### src/rtl/serial_cpu_pkg.sv
// serial_cpu_pkg: shared op codes, sequencer state encoding and default width for the serial CPU
package serial_cpu_pkg;
  localparam int XLEN_DEF = 32;
  localparam logic [2:0] ALU_ADD  = 3'b000;
  localparam logic [2:0] ALU_SUB  = 3'b001;
  localparam logic [2:0] ALU_XOR  = 3'b010;
  localparam logic [2:0] ALU_AND  = 3'b011;
  localparam logic [2:0] ALU_OR   = 3'b100;
  localparam logic [2:0] ALU_SLLI = 3'b101;
  localparam logic [2:0] ALU_SRLI = 3'b110;
  localparam logic [2:0] ALU_NONE = 3'b111;
  typedef enum logic [1:0] {S_IDLE, S_RUN, S_DRAIN, S_RESP} seq_state_t;
endpackage

### src/rtl/serial_shift_sel.sv
// serial_shift_sel: picks the operand-A bit fed to the ALU on serial cycle cnt
//   a     : latched operand A
//   cnt   : current serial bit index
//   shamt : shift amount (SLLI/SRLI only)
//   op    : latched op code
//   bit_o : selected rs1 bit, zero-filled where a shift runs off the word
module serial_shift_sel import serial_cpu_pkg::*; #(
  parameter int XLEN = XLEN_DEF,
  localparam int SHW = $clog2(XLEN)
) (
  input  logic [XLEN-1:0] a,
  input  logic [SHW-1:0]  cnt,
  input  logic [SHW-1:0]  shamt,
  input  logic [2:0]      op,
  output logic            bit_o
);
  logic [SHW:0]   up;
  logic [SHW-1:0] dn;
  // right-shift source index is one bit wider so it cannot wrap back into the word
  assign up = {1'b0, cnt} + {1'b0, shamt};
  assign dn = cnt - shamt;
  always_comb
    bit_o = op == ALU_SLLI ? (cnt >= shamt && a[dn]) :
            op == ALU_SRLI ? (up < (SHW+1)'(XLEN) && a[up[SHW-1:0]]) :
            a[cnt];
endmodule

### src/rtl/serial_alu_seq.sv
// serial_alu_seq: streams one parallel op LSB-first through a 1-bit ALU and reassembles the result
//   req_*     : valid/ready request port (op, A, B, shamt)
//   alu_*     : serial drive to / registered result from the 1-bit ALU
//   rsp_*     : valid/ready response port carrying the assembled word
//   busy      : sequencer not idle
module serial_alu_seq import serial_cpu_pkg::*; #(
  parameter int XLEN = XLEN_DEF,
  localparam int SHW = $clog2(XLEN)
) (
  input  logic            clk,
  input  logic            rst_n,
  input  logic            req_valid,
  output logic            req_ready,
  input  logic [2:0]      req_op,
  input  logic [XLEN-1:0] req_a,
  input  logic [XLEN-1:0] req_b,
  input  logic [SHW-1:0]  req_shamt,
  output logic            alu_en,
  output logic            alu_start,
  output logic [2:0]      alu_op,
  output logic            alu_rs1,
  output logic            alu_rs2,
  input  logic            alu_result,
  output logic            rsp_valid,
  input  logic            rsp_ready,
  output logic [XLEN-1:0] rsp_data,
  output logic            busy
);
  seq_state_t      state, state_nx;
  logic [SHW-1:0]  cnt, sh_q;
  logic [2:0]      op_q;
  logic [XLEN-1:0] a_q, b_q, result_q;
  logic            run, last, pick;
  assign run  = state == S_RUN;
  assign last = cnt == SHW'(XLEN-1);
  serial_shift_sel #(.XLEN(XLEN)) u_sel (
    .a(a_q), .cnt(cnt), .shamt(sh_q), .op(op_q), .bit_o(pick)
  );
  always_ff @(posedge clk or negedge rst_n)
    if (!rst_n) state <= S_IDLE;
    else state <= state_nx;
  always_comb
    state_nx = state == S_IDLE  ? (req_valid ? S_RUN : S_IDLE) :
               state == S_RUN   ? (last ? S_DRAIN : S_RUN) :
               state == S_DRAIN ? S_RESP :
               (rsp_ready ? S_IDLE : S_RESP);
  // the ALU result lags one cycle, so capture starts at cnt==1 and DRAIN takes the last bit
  always_ff @(posedge clk or negedge rst_n)
    if (!rst_n) begin
      cnt      <= '0;
      sh_q     <= '0;
      op_q     <= '0;
      a_q      <= '0;
      b_q      <= '0;
      result_q <= '0;
    end else begin
      if (state == S_IDLE && req_valid) begin
        cnt  <= '0;
        sh_q <= req_shamt;
        op_q <= req_op;
        a_q  <= req_a;
        b_q  <= req_b;
      end
      if (run) cnt <= cnt + 1'b1;
      if ((run && cnt != '0) || state == S_DRAIN) result_q <= {alu_result, result_q[XLEN-1:1]};
    end
  // req_ready is held low while reset is asserted so nothing is offered mid-reset
  assign req_ready = state == S_IDLE && rst_n;
  assign busy      = state != S_IDLE;
  assign alu_en    = run;
  assign alu_start = run && cnt == '0;
  assign alu_op    = run ? op_q : '0;
  assign alu_rs1   = run && pick;
  assign alu_rs2   = run && b_q[cnt];
  assign rsp_valid = state == S_RESP;
  assign rsp_data  = result_q;
endmodule

### config.mk
export PLATFORM = sky130hd
export DESIGN_NAME = serial_alu_seq
export DESIGN_NICKNAME = d
export VERILOG_FILES = /design/src/rtl/serial_cpu_pkg.sv /design/src/rtl/serial_shift_sel.sv /design/src/rtl/serial_alu_seq.sv
export SDC_FILE = /design/constraint.sdc
export NUM_CORES = 1
export LEC_CHECK = 0
export ABC_CLOCK_PERIOD_IN_PS = 4200
export CAP_MARGIN = 30
export CELL_PAD_IN_SITES_DETAIL_PLACEMENT = 0
export CELL_PAD_IN_SITES_GLOBAL_PLACEMENT = 1
export CORE_ASPECT_RATIO = 2
export CORE_MARGIN = 4
export CORE_UTILIZATION = 35
export DETAILED_ROUTE_END_ITERATION = 10
export PLACE_DENSITY = 0.81
export RECOVER_POWER = 50
export SYNTH_ARGS = -nofsm -noshare
export SYNTH_HDL_FRONTEND = slang
export SYNTH_SLANG_ARGS = --single-unit
export TNS_END_PERCENT = 10
### constraint.sdc
create_clock -name clk -period 4.2 [get_ports clk]
set_input_delay 0.84 -clock clk [delete_from_list [all_inputs] [get_ports clk]]
set_output_delay 0.84 -clock clk [all_outputs]
set_load 0.1 [all_outputs]
== Word level (Yosys, flattened, before mapping) ==
Index checks and enable logic that the tools add are counted.
Widths: inputs -> output; s select.
Word-level totals
  register bits: 111
  latch bits: 0
  memory bits (writable): 0
  memory bits (read-only): 0
  bits of input ports: 77
  output and inout port bits: 42
  memories: 0
Operators by class
  add/subtract/negate cells: 3
  $mul: 0
  divide/modulo/power cells: 0
  magnitude comparators: 5
  equality and inequality tests: 6
  shifts and indexed selects: 0
  multiplexer cells: 19
  bitwise operators: 0
  reduce and logical (&&, ||, !) cells: 14
Operators with widths (number)
  $bmux 1 s5: 4
  $lt 5x6->1 const B: 3
  $mux 2: 5
  $mux 5: 2
  $logic_and 1x1->1: 8
  $mux 1: 7
  $add 5x5->6: 1
  $eq 3x3->1 const B: 2
  $lt 6x6->1 const B: 1
  $add 5x1->5 const B: 1
  $eq 5x5->1 const B: 1
  $ge 5x5->1: 1
  $logic_not 5->1: 1
  $reduce_bool 5->1: 1
  $sub 5x5->5: 1
  $eq 2x2->1 const B: 2
  $reduce_bool 2->1: 2
  $mux 3: 1
  $eq 2x1->1 const B: 1
  $logic_not 2->1: 1
  $logic_or 1x1->1: 1

== Logic depth before layout (Yosys ltp) ==
  depth after elaboration: 7
  mapped depth: 11
  gate-level depth less buffers: 10

== Modules after synthesis ==
From an unflattened synthesis, not the netlist that was laid out.
Unflattened totals
  cells, all modules: 408
  area, all modules: 5874.4 um2
By module, submodules not included
  serial_alu_seq: instances 1, cells an instance 295, area each 4591.9 um2, sequential area each 2777.7 um2
  serial_shift_sel: instances 1, cells an instance 113, area each 1282.5 um2, sequential area each 0.0 um2

== Least setup slack after synthesis ==
Ideal clock, no wire load.
  kind: register to output
  from: register cnt[1]
  to: output port alu_rs1
  arrival time: 5.189 ns
  required time: 3.360 ns
  setup slack: -1.829 ns
  stages on the path, launching flop included: 8
  path buffers: 2
  cell sequence: dfrtp_1 buf_2 clkbuf_1 inv_1 fa_1 mux4_1 mux4_2 o311ai_1
Between the ends
  cells in the longest elaborated chain, start to end: 7
  elaborated cells between the ends (all ways): 15
  those cells by class: 2 x add/sub; 2 x order compare; 8 x mux; 3 x reduce/logical
RTL lines
  start, declared: line serial_alu_seq.sv:30  | logic [SHW-1:0] cnt, sh_q;
  start signal, assigned: line serial_alu_seq.sv:64  | if (run) cnt <= cnt + 1'b1;
  $add 5x5->6: line serial_shift_sel.sv:20  | assign up = {1'b0, cnt} + {1'b0, shamt};
  $bmux 1 s5: line serial_shift_sel.sv:24  | op == ALU_SRLI ? (up < (SHW+1)'(XLEN) && a[up[SHW-1:0]]) :
  $mux 1 (not written as such): line serial_shift_sel.sv:24
  $logic_and 1x1->1: line serial_shift_sel.sv:24
  $mux 1: line serial_shift_sel.sv:24
  $mux 1 *: line serial_shift_sel.sv:23  | bit_o = op == ALU_SLLI ? (cnt >= shamt && a[dn]) :
  $logic_and 1x1->1 *: line serial_alu_seq.sv:73  | assign alu_rs1 = run && pick;
  end, declared: line serial_alu_seq.sv:21  | output logic alu_rs1,
Every way passes the cells marked *; elsewhere a longest branch is shown, timed or not. The select of a mux whose other input is x is not followed.

== Worst setup path after layout ==
  from: register cnt[0]
  to: output port alu_rs1
The elaborated chain is that of the path after synthesis.

==> flow_summary.ini <==
[timing]
worst_hold_slack_ns = 0.483
rsz0062_at_grt = yes
setup_tns_ns = 0
setup_viol = 0
layout_min_cycle_time_ns = 4.11
final_hold_viol_count = 0
fmax_mhz = 243
finalCritPeriodShare_pct = 97.8
relSlewSlack_pct = -19.2
drv_slew = 169
tightest_slew_ns = 1.79
clock_skew_ns = 0.00955

[floorplanning]
start_util_pct = 35.6
core_um2 = 15700
die_w_um = 97.3
num_rows = 65
dieArea_um2 = 18200
fp.dieH_um = 187
ios = 119

[route]
post_drt_via_cell_ratio = 5.08
drt_iter0_drc = 123
antenna_left = 0
route.detailed.drc = 0
num_vias = 3593
wire_per_inst_um = 18.6
firstDrtPassIters = 4
finalWirelength_um = 13100

[setup_path]
rrSetupSlack_ns = 0.94
arrival_ns = 3.27
startpoint_type = flip-flop
crit_required_ns = 3.36
crit_fanout = 4
r2r-end = cnt[2]
path_class = reg2out
cp-end-kind = output port
r2r_start = state[0]
rr_worst_depth = 6

[yosys]
synth_async_sr_flop_share_pct = 100
synthesis.area_um2 = 5590
synth_seq_cells = 111
yosysUniqueCellTypes = 41
syn_nets = 474
avgSynthCellArea_um2 = 14.6
yosys_warnings = 0
synth_edf_count = 0
yosysSeqAreaShare_pct = 49.7
syn_inst = 382
synth_ff_type = dfrtp_1

[cells_and_area]
fill_cells = 1404
fin_util_pct = 46.8
areaGrowthSynthToFinish_pct = 31.5
fin_nets = 592
drive_gt1_share_pct = 33.7

[clocking]
cts_tree = built
holdBufCountCts = 0
cts_root_buf = clkbuf_16
htree_levels = 3
clkSinkCount = 111
cts_max_path_buffers = 2
cts.clk_slew.worst_paths_ns = 0.07
numCtsBuffers = 9
clock_latency_ns = 0.35

[grt]
grt_overflow = 0
grt_pass1_wl_um = 21600
antenna_found_initial = 1
first_global_vias = 4098
grt_usage_pct = 15.1
grt_max_degree = 70

[run_status]
violations = max-capacitance violations, max-slew violations
status = finished with violations

[placed_design]
hpwlAfterDp_um = 9950
routabilityCongestion = 0.889
io_buffers = 118

[run]
drv_cap = 3

[min_path]
hp-class = in2async
## per-layer routing
layer | vias to the layer above | wire [um] | share of wire [%] | GRT usage, %
met4 | 0 | 466 | 3.5 | 7.73
li1 | 1639 | - | - | -
met3 | 23 | 632 | 4.8 | 4.08
met2 | 88 | 7510 | 57 | 28.1
met5 | - | 0 | 0 | 0
met1 | 1843 | 4530 | 34 | 15.1
## layout by cell type (no fill, tap or decap), types with 3 or more instances in the layout
cell | Yosys | routed
a21oi_1 | 4 | 4
dfrtp_1 | 111 | 111
xnor2_1 | 3 | 3
mux4_2 | 23 | 26
buf_4 | 0 | 15
inv_1 | 12 | 10
mux2_2 | 100 | 100
mux2i_1 | 18 | 18
xor2_1 | 3 | 3
nand2_1 | 11 | 11
mux4_1 | 7 | 4
o21ai_0 | 13 | 13
nor2_1 | 13 | 13
and2_1 | 5 | 4
ha_1 | 13 | 12
clkbuf_16 | 0 | 9
clkdlybuf4s50_1 | 0 | 109
bufinv_16 | 0 | 3
## area by class of cell
type	instances	area, um^2	area share [%]
Clock inverter	5	104	1.41
Tap cell	201	251	3.42
Inverter	13	48.8	0.664
Sequential cell	111	2780	37.8
Clock buffer	11	243	3.30
Multi-Input combinational cell	235	2660	36.2
Antenna cell	1	2.50	0.0341
Timing Repair Buffer	130	1260	17.1
## synth_stat cells (2+ instances only)
library cell / instances / area share, %
inv_1: 12 / 0.81
mux4_1: 7 / 3.3
ha_1: 13 / 2.9
o21ai_0: 13 / 1.2
xnor2_1: 3 / 0.47
xor2_1: 3 / 0.47
mux2i_1: 18 / 3.2
clkbuf_1: 17 / 1.1
a21oi_1: 4 / 0.36
mux4_2: 23 / 9.3
mux2_2: 100 / 20
nor2_1: 13 / 0.87
buf_6: 2 / 0.40
fa_1: 2 / 0.72
nand2b_1: 2 / 0.22
dfrtp_1: 111 / 50
and2_1: 5 / 0.56
nand2_1: 11 / 0.74
## how the worst max path moves through the flow
| stage | from | to | slack, ns | cells past startpoint |
|---|---|---|---|---|
| CTS | cnt[0] | alu_rs1 | 0.001 | 11 |
| global route | cnt[0] | alu_rs1 | -0.03 | 11 |
| global placement | cnt[0] | alu_rs1 | 0.23 | 10 |
| finish | cnt[0] | alu_rs1 | 0.09 | 8 |
| detailed placement | cnt[0] | alu_rs1 | 0.17 | 10 |
| floorplan | cnt[1] | alu_rs1 | 0.03 | 7 |
## kinds of logic after synthesis
kind of cell	synth area share, %
mux	35.9
flops	49.7
simple gates	3.14
buf+inv	3.25
compound gates	3.09
fa+ha+maj	3.63
xor+xnor	1.23
## state kept, by name, indices dropped and copies added (netlist names)
register and flops:
rsp_data 32, b_q 32, a_q 32, op_q 3, cnt 5, state 2, sh_q 5
## stage by stage
step                std cells  setup slack [ns]  area [um^2]
global route              707           -0.0287         7350
detailed placement        685             0.167         6980
CTS                       703          0.000992         7340
finish                    707            0.0906         7350
floorplan                 382            0.0314         5620
global placement          685             0.232         6980
## critical path: stages, from the launching register on
cell	delay, ns
dfrtp_1	0.37
buf_4	0.12
ha_1	0.19
inv_1	0.07
fa_2	0.61
mux4_1	0.57
mux4_2	0.52
o311ai_4	0.26
buf_12	0.21
## repair_timing
item | 4_1_cts | 5_1_grt
setup endpoints to repair | 1 | 1
setup buffers | 2 | 2
gates resized for setup | 7 | 2
pin swaps | 3 | 4
Power is left out: the tool's default activity adds up to more than one toggle a clock period on the data nets, which glitch-free logic cannot reach.
